==> src/rtl/snake_dir_queue.sv <==
// snake_dir_queue: decodes arrow-key presses into one-hot directions and queues them for the game tick
module snake_dir_queue #(
   parameter int         QDEPTH    = 2,
   parameter logic [8:0] KEY_UP    = 9'h01D,
   parameter logic [8:0] KEY_DOWN  = 9'h01B,
   parameter logic [8:0] KEY_LEFT  = 9'h01C,
   parameter logic [8:0] KEY_RIGHT = 9'h023,
   parameter logic [3:0] INIT_DIR  = 4'b1000,
   localparam int        QW        = $clog2(QDEPTH + 1),
   localparam int        PW        = (QDEPTH > 1) ? $clog2(QDEPTH) : 1
) (
   input  logic          clk,
   input  logic          rst,
   input  logic          start_i,
   input  logic          restart_i,
   input  logic          key_valid_i,
   input  logic [8:0]    last_change_i,
   input  logic [511:0]  key_down_i,
   input  logic          tick_i,
   output logic [3:0]    direc_o,
   output logic          dir_update_o,
   output logic [QW-1:0] q_count_o,
   output logic          drop_o
);
   logic [3:0]    mem_q [QDEPTH];
   logic [3:0]    direc_q, direc_d;
   logic [PW-1:0] head_q, head_d, tail;
   logic [QW-1:0] count_q, count_d;
   logic          upd_q, drop_q, drop_d;
   logic [3:0]    cand, head_e, newest, ref_dir, opp;
   logic          press, pop, ok, full, push, flush;
   // Decode the key, pick the reference direction seen after this cycle's pop, and plan FIFO moves
   always_comb begin
      cand    = (last_change_i == KEY_UP)    ? 4'b1000 :
                (last_change_i == KEY_DOWN)  ? 4'b0100 :
                (last_change_i == KEY_LEFT)  ? 4'b0010 :
                (last_change_i == KEY_RIGHT) ? 4'b0001 : 4'b0000;
      press   = key_valid_i & key_down_i[last_change_i] & (cand != 4'b0000);
      pop     = start_i & tick_i & (count_q != '0);
      head_e  = mem_q[head_q];
      newest  = mem_q[PW'((int'(head_q) + int'(count_q) + QDEPTH - 1) % QDEPTH)];
      tail    = PW'((int'(head_q) + int'(count_q)) % QDEPTH);
      ref_dir = (int'(count_q) - int'(pop) > 0) ? newest : pop ? head_e : direc_q;
      opp     = {ref_dir[2], ref_dir[3], ref_dir[0], ref_dir[1]};
      ok      = start_i & ~restart_i & press & (cand != ref_dir) & (cand != opp);
      full    = count_q == QW'(QDEPTH);
      push    = ok & (~full | pop);
      drop_d  = ok & full & ~pop;
      flush   = restart_i | ~start_i;
      direc_d = restart_i ? INIT_DIR : pop ? head_e : direc_q;
      head_d  = flush ? '0 : pop ? PW'((int'(head_q) + 1) % QDEPTH) : head_q;
      count_d = flush ? '0 : QW'(int'(count_q) + int'(push) - int'(pop));
   end
   // Direction, pointers, occupancy and the one-cycle status pulses
   always_ff @(posedge clk or posedge rst) begin
      if (rst) begin
         direc_q <= INIT_DIR;
         head_q  <= '0;
         count_q <= '0;
         upd_q   <= 1'b0;
         drop_q  <= 1'b0;
      end else begin
         direc_q <= direc_d;
         head_q  <= head_d;
         count_q <= count_d;
         upd_q   <= direc_d != direc_q;
         drop_q  <= drop_d;
      end
   end
   // FIFO storage; a push while full and popping lands in the slot just vacated by the head
   always_ff @(posedge clk or posedge rst) begin
      if (rst) begin
         for (int i = 0; i < QDEPTH; i++) mem_q[i] <= '0;
      end else if (push) begin
         mem_q[tail] <= cand;
      end
   end
   assign direc_o      = direc_q;
   assign dir_update_o = upd_q;
   assign q_count_o    = count_q;
   assign drop_o       = drop_q;
endmodule

==> config.mk <==
export PLATFORM = sky130hd
export DESIGN_NAME = snake_dir_queue
export DESIGN_NICKNAME = d
export VERILOG_FILES = /design/src/rtl/snake_dir_queue.sv
export SDC_FILE = /design/constraint.sdc
export NUM_CORES = 1
export LEC_CHECK = 0
export ABC_CLOCK_PERIOD_IN_PS = 9820
export CORE_AREA = 2 2 206 208
export CTS_CLUSTER_DIAMETER = 60
export CTS_CLUSTER_SIZE = 10
export DETAILED_ROUTE_END_ITERATION = 7
export DIE_AREA = 0 0 208 210
export DONT_BUFFER_PORTS = 1
export HOLD_SLACK_MARGIN = 0.15
export PLACE_DENSITY = 0.33
export SYNTH_ARGS = -nofsm -noshare
export SYNTH_HDL_FRONTEND = slang
export SYNTH_SLANG_ARGS = --single-unit
==> constraint.sdc <==
create_clock -name clk -period 9.82 [get_ports clk]
set_input_delay 0.982 -clock clk [delete_from_list [all_inputs] [get_ports clk]]
set_output_delay 0.982 -clock clk [all_outputs]
set_load 0.005 [all_outputs]
==> flow_summary_export.csv <==
group,metric,value,unit
synthesis,ys_seq_elements,17,
timing,rsz0062_at_grt,"no",
clock_tree,clk_pin_slew,0.05,ns
status,outcome,"completed",
final_layout,fin_nets,832,
synthesis,synth_edf_count,0,
worst_setup_path,path_depth,17,
placement,portBuffers,0,
worst_setup_path,cp_cell_sequence,"o211ai_2 -> inv_2 -> ha_1 -> ha_1 -> a21oi_1 -> a21oi_1 -> o22ai_1 -> xor2_1 -> a41oi_1 -> o41ai_2 -> or3_2 -> ha_1 -> inv_1 -> ha_1 -> xnor2_1 -> xnor2_1 -> nor2_1",
worst_setup_path,worst_setup_path_end_kind,"flip-flop",
floorplanning,boundaryPins,535,
global_routing,grt_first_pass_wirelength,22800,um
pwr,leakagePower,1.39,nW
synthesis,syn_nets,854,
worst_setup_path,crit_end,"q_count_o[1]$_DFF_PP0_",
timing,worst-slew-pin-transition,1.05,ns
clock_tree,cts-buffers-inserted,3,
clock_tree,cts_tree,"built",
synthesis,synth.distinct_cells,66,
worst_setup_path,reg2reg_depth,17,
timing,relSlewSlack,29.9,%
final_layout,num-fill-cells,4828,
job,drv_cap,0,
pwr,power_frac_seq,28.2,%
clock_tree,cts_htree_levels,1,
worst_setup_path,path_max_fanout,11,
final_layout,area_delta_synth_final,12.6,%
pwr,p_per_area,59.8,nW/um2
pwr,clkPwrFrac,32.9,%
pwr,swShare,27.8,%
floorplanning,start_util,8.92,%
timing,clock_skew,0.00305,ns
clock_tree,clk_latency,0.25,ns
worst_setup_path,worst-path-buf-inv,2,
timing,fin_crit_sh,47.1,%
pwr,p_int,0.180,mW
synthesis,synth_warnings,0,
clock_tree,ctsHoldBuffers,0,
global_routing,overflow,0,
floorplanning,die_h,210,um
route,ant_nets,0,
worst_setup_path,r2r_end,"q_count_o[1]$_DFF_PP0_",
global_routing,grtUsageTotal,7.28,%
floorplanning,die_w,208,um
timing,tns,0,ns
global_routing,grt_max_degree,81,
worst_setup_path,cp_common_cell,"ha_1",
worst_setup_path,cp.required,9.96,ns
clock_tree,clock_path_buffers,2,
route,num_vias,2885,
route,drtIter0Drc,113,
placement,dp_hpwl,14100,um
synthesis,seq_area_frac_synth,11.5,%
placement,pre_cts_ws,4.99,ns
timing,hold_viol_final,0,
synthesis,synthArstFlopShare,100,%
floorplanning,die_area,43700,um2
timing,setup_viol,0,
worst_setup_path,slowest_delay,0.50,ns
route,drc,0,
route,post_drt_wl_per_cell,19.8,um
worst_hold_path,holdCritPathClass,"reg -> reg",
route,drt-vias-per-instance,3.43,
timing,fmax,216,MHz
worst_setup_path,reg2reg_from,"q_count_o[0]$_DFF_PP0_",
worst_setup_path,r2r_setup_slack,5.20,ns
synthesis,syn-cell-area,3700,um2
synthesis,avgSynthCellArea,11.5,um2
floorplanning,core,41500,um2
worst_setup_path,cp.arrival,4.76,ns
synthesis,synth_top_flop_cell,"dfrtp_1",
synthesis,synthCells,323,
global_routing,grt_antenna_before_repair,3,
worst_setup_path,cp-start-kind,"flip-flop",
worst_setup_path,crit_slowest_cell,"or3_2",
clock_tree,cts-resized-gates,0,
final_layout,drive_gt1_share,18.0,%
pwr,p_comb_share,38.9,%
clock_tree,clock_sinks,17,
worst_setup_path,worstSetupPathType,"reg -> reg",
timing,maxSlewViolCount,0,
worst_setup_path,cpLargestDelayFamily,"compound AO/OA/AOI/OAI gates",
worst_setup_path,startpoint,"q_count_o[0]$_DFF_PP0_",
floorplanning,rows,75,
route,dr.pass1.iters,4,
worst_hold_path,worstHoldStart,"mem_q[1]$_DFFE_PP0P_",
pwr,vdd_ir_drop_max,0.0000440,V
clock_tree,cts_setup_buffers,0,
placement,gp_congestion,0.809,
timing,finalCriticalPeriod,4.62,ns
global_routing,grt_pass1_vias,3122,
clock_tree,root_buffer,"clkbuf_16",
route,wl,16600,um
pwr,switchingPower,0.0691,mW
timing,layout_setup_ws,5.20,ns
==> cell usage after synthesis, drive strengths merged (2+ instances only) <==
cell	number	area [um2]
dfrtp	16	400
o311ai	2	25.0
nor3	7	50.1
a41oi	2	17.5
nor3b	2	15.0
a22o	4	35.0
a21oi	10	50.1
nand4	4	25.0
a22oi	14	105
ha	4	50.1
mux2i	46	460
xor2	5	43.8
a211oi	4	30.0
nor2	16	60.1
o22ai	3	18.8
xnor2	8	70.1
buf	19	203
inv	10	37.5
nand2	24	97.6
o31ai	2	15.0
o2111ai	3	26.3
nor2b	6	37.5
a31oi	2	12.5
mux2	13	146
o211ai	3	27.5
a2bb2oi	2	17.5
or3	3	21.3
clkbuf	8	90.1
mux4	50	1200
nand3b	2	15.0
o21ai	2	10.0
nand3	6	35.0
and3	2	12.5
==> worst min-delay path by stage <==
| stage | to | slack, ns | cells past startpoint |
|---|---|---|---|
| 2_1_floorplan | mem_q[4]$_DFFE_PP0P_ | 0.48 | 1 |
| 3_3_place_gp | mem_q[1]$_DFFE_PP0P_ | 0.51 | 1 |
| 3_5_place_dp | mem_q[1]$_DFFE_PP0P_ | 0.52 | 1 |
| 4_1_cts | mem_q[1]$_DFFE_PP0P_ | 0.54 | 1 |
| 5_1_grt | mem_q[2]$_DFFE_PP0P_ | 0.56 | 1 |
| 6_report | mem_q[1]$_DFFE_PP0P_ | 0.53 | 1 |
==> layout by cell type, fill, tap and decap left out, types with 4 or more instances in the layout <==
cell type / synthesis / layout
a211oi_1: 4 / 4
a21oi_1: 10 / 10
a22o_1: 4 / 4
a22oi_1: 14 / 14
dfrtp_1: 16 / 16
ha_1: 4 / 4
inv_1: 9 / 9
mux2_1: 8 / 8
mux2_2: 5 / 5
mux2i_1: 46 / 46
mux4_1: 21 / 21
mux4_2: 29 / 29
nand2_1: 23 / 23
nand3_1: 5 / 5
nand4_1: 4 / 4
nor2_1: 16 / 16
nor2b_1: 6 / 6
nor3_1: 4 / 4
xnor2_1: 8 / 8
xor2_1: 5 / 5
==> layout make-up <==
cell class	count	area [um2]	area share, %
diodes	3	7.51	0.180
clock buffers	4	78.8	1.89
inverters	10	37.5	0.900
multi-input cells	269	2940	70.6
flip-flops and latches	17	427	10.2
well taps	539	674	16.2
==> power by group through the flow <==
stage	clock (mW)	combinational (mW)	sequential, mW
after floorplan	0	0.0961	0.0714
after global placement	0	0.103	0.0714
after detailed placement	0	0.103	0.0714
after CTS	0.0854	0.103	0.0701
after global routing	0.0878	0.108	0.0701
final	0.0819	0.0970	0.0702
==> worst reg2reg max path: stages (launching register included) <==
cell	delay, ns
dfrtp_1	0.49
o211ai_2	0.45
inv_2	0.20
ha_1	0.23
ha_1	0.28
a21oi_1	0.45
a21oi_1	0.16
o22ai_1	0.33
xor2_1	0.12
a41oi_1	0.26
o41ai_2	0.19
or3_2	0.51
ha_1	0.29
inv_1	0.04
ha_1	0.18
xnor2_1	0.16
xnor2_1	0.14
nor2_1	0.05
==> state kept, by name (all words and copies together), names as in the netlist <==
name,cells
dir_update_o,1
direc_o,4
head_q,1
drop_o,1
q_count_o,2
mem_q,8
==> routing by layer <==
| layer | track usage, % | part of all wire [%] | up-vias |
|---|---|---|---|
| met4 | 0.807 | 1.1 | 0 |
| li1 | - | - | 1296 |
| met3 | 1.18 | 7.0 | 8 |
| met1 | 9.74 | 43 | 1401 |
| met5 | 0 | 0 | - |
| met2 | 12.7 | 49 | 180 |
==> per-stage QoR <==
step / util, % / cells / hold WS [ns] / power (mW) / instance area [um2]
floorplan: - / 323 / 0.480 / 0.167 / 3700
global placement: 9.84 / 835 / 0.511 / 0.174 / 4080
detailed placement: 9.84 / 835 / 0.519 / 0.174 / 4080
CTS: 10.0 / 839 / 0.537 / 0.259 / 4160
global route: 10.0 / 841 / 0.558 / 0.266 / 4170
finish: 10.1 / 842 / 0.533 / 0.249 / 4170
==> cell families after synthesis <==
kind of cell	after synthesis	share of synthesized area [%]
buffers and inverters	37	8.92
adder cells (fa/ha/maj)	4	1.35
XOR/XNOR	13	3.08
AND/OR/NAND/NOR	79	12.2
multiplexers	109	49.0
AO/OA/AOI/OAI	64	14.0
flip-flops	17	11.5
Note: power is estimated with default switching activity, not from simulation.
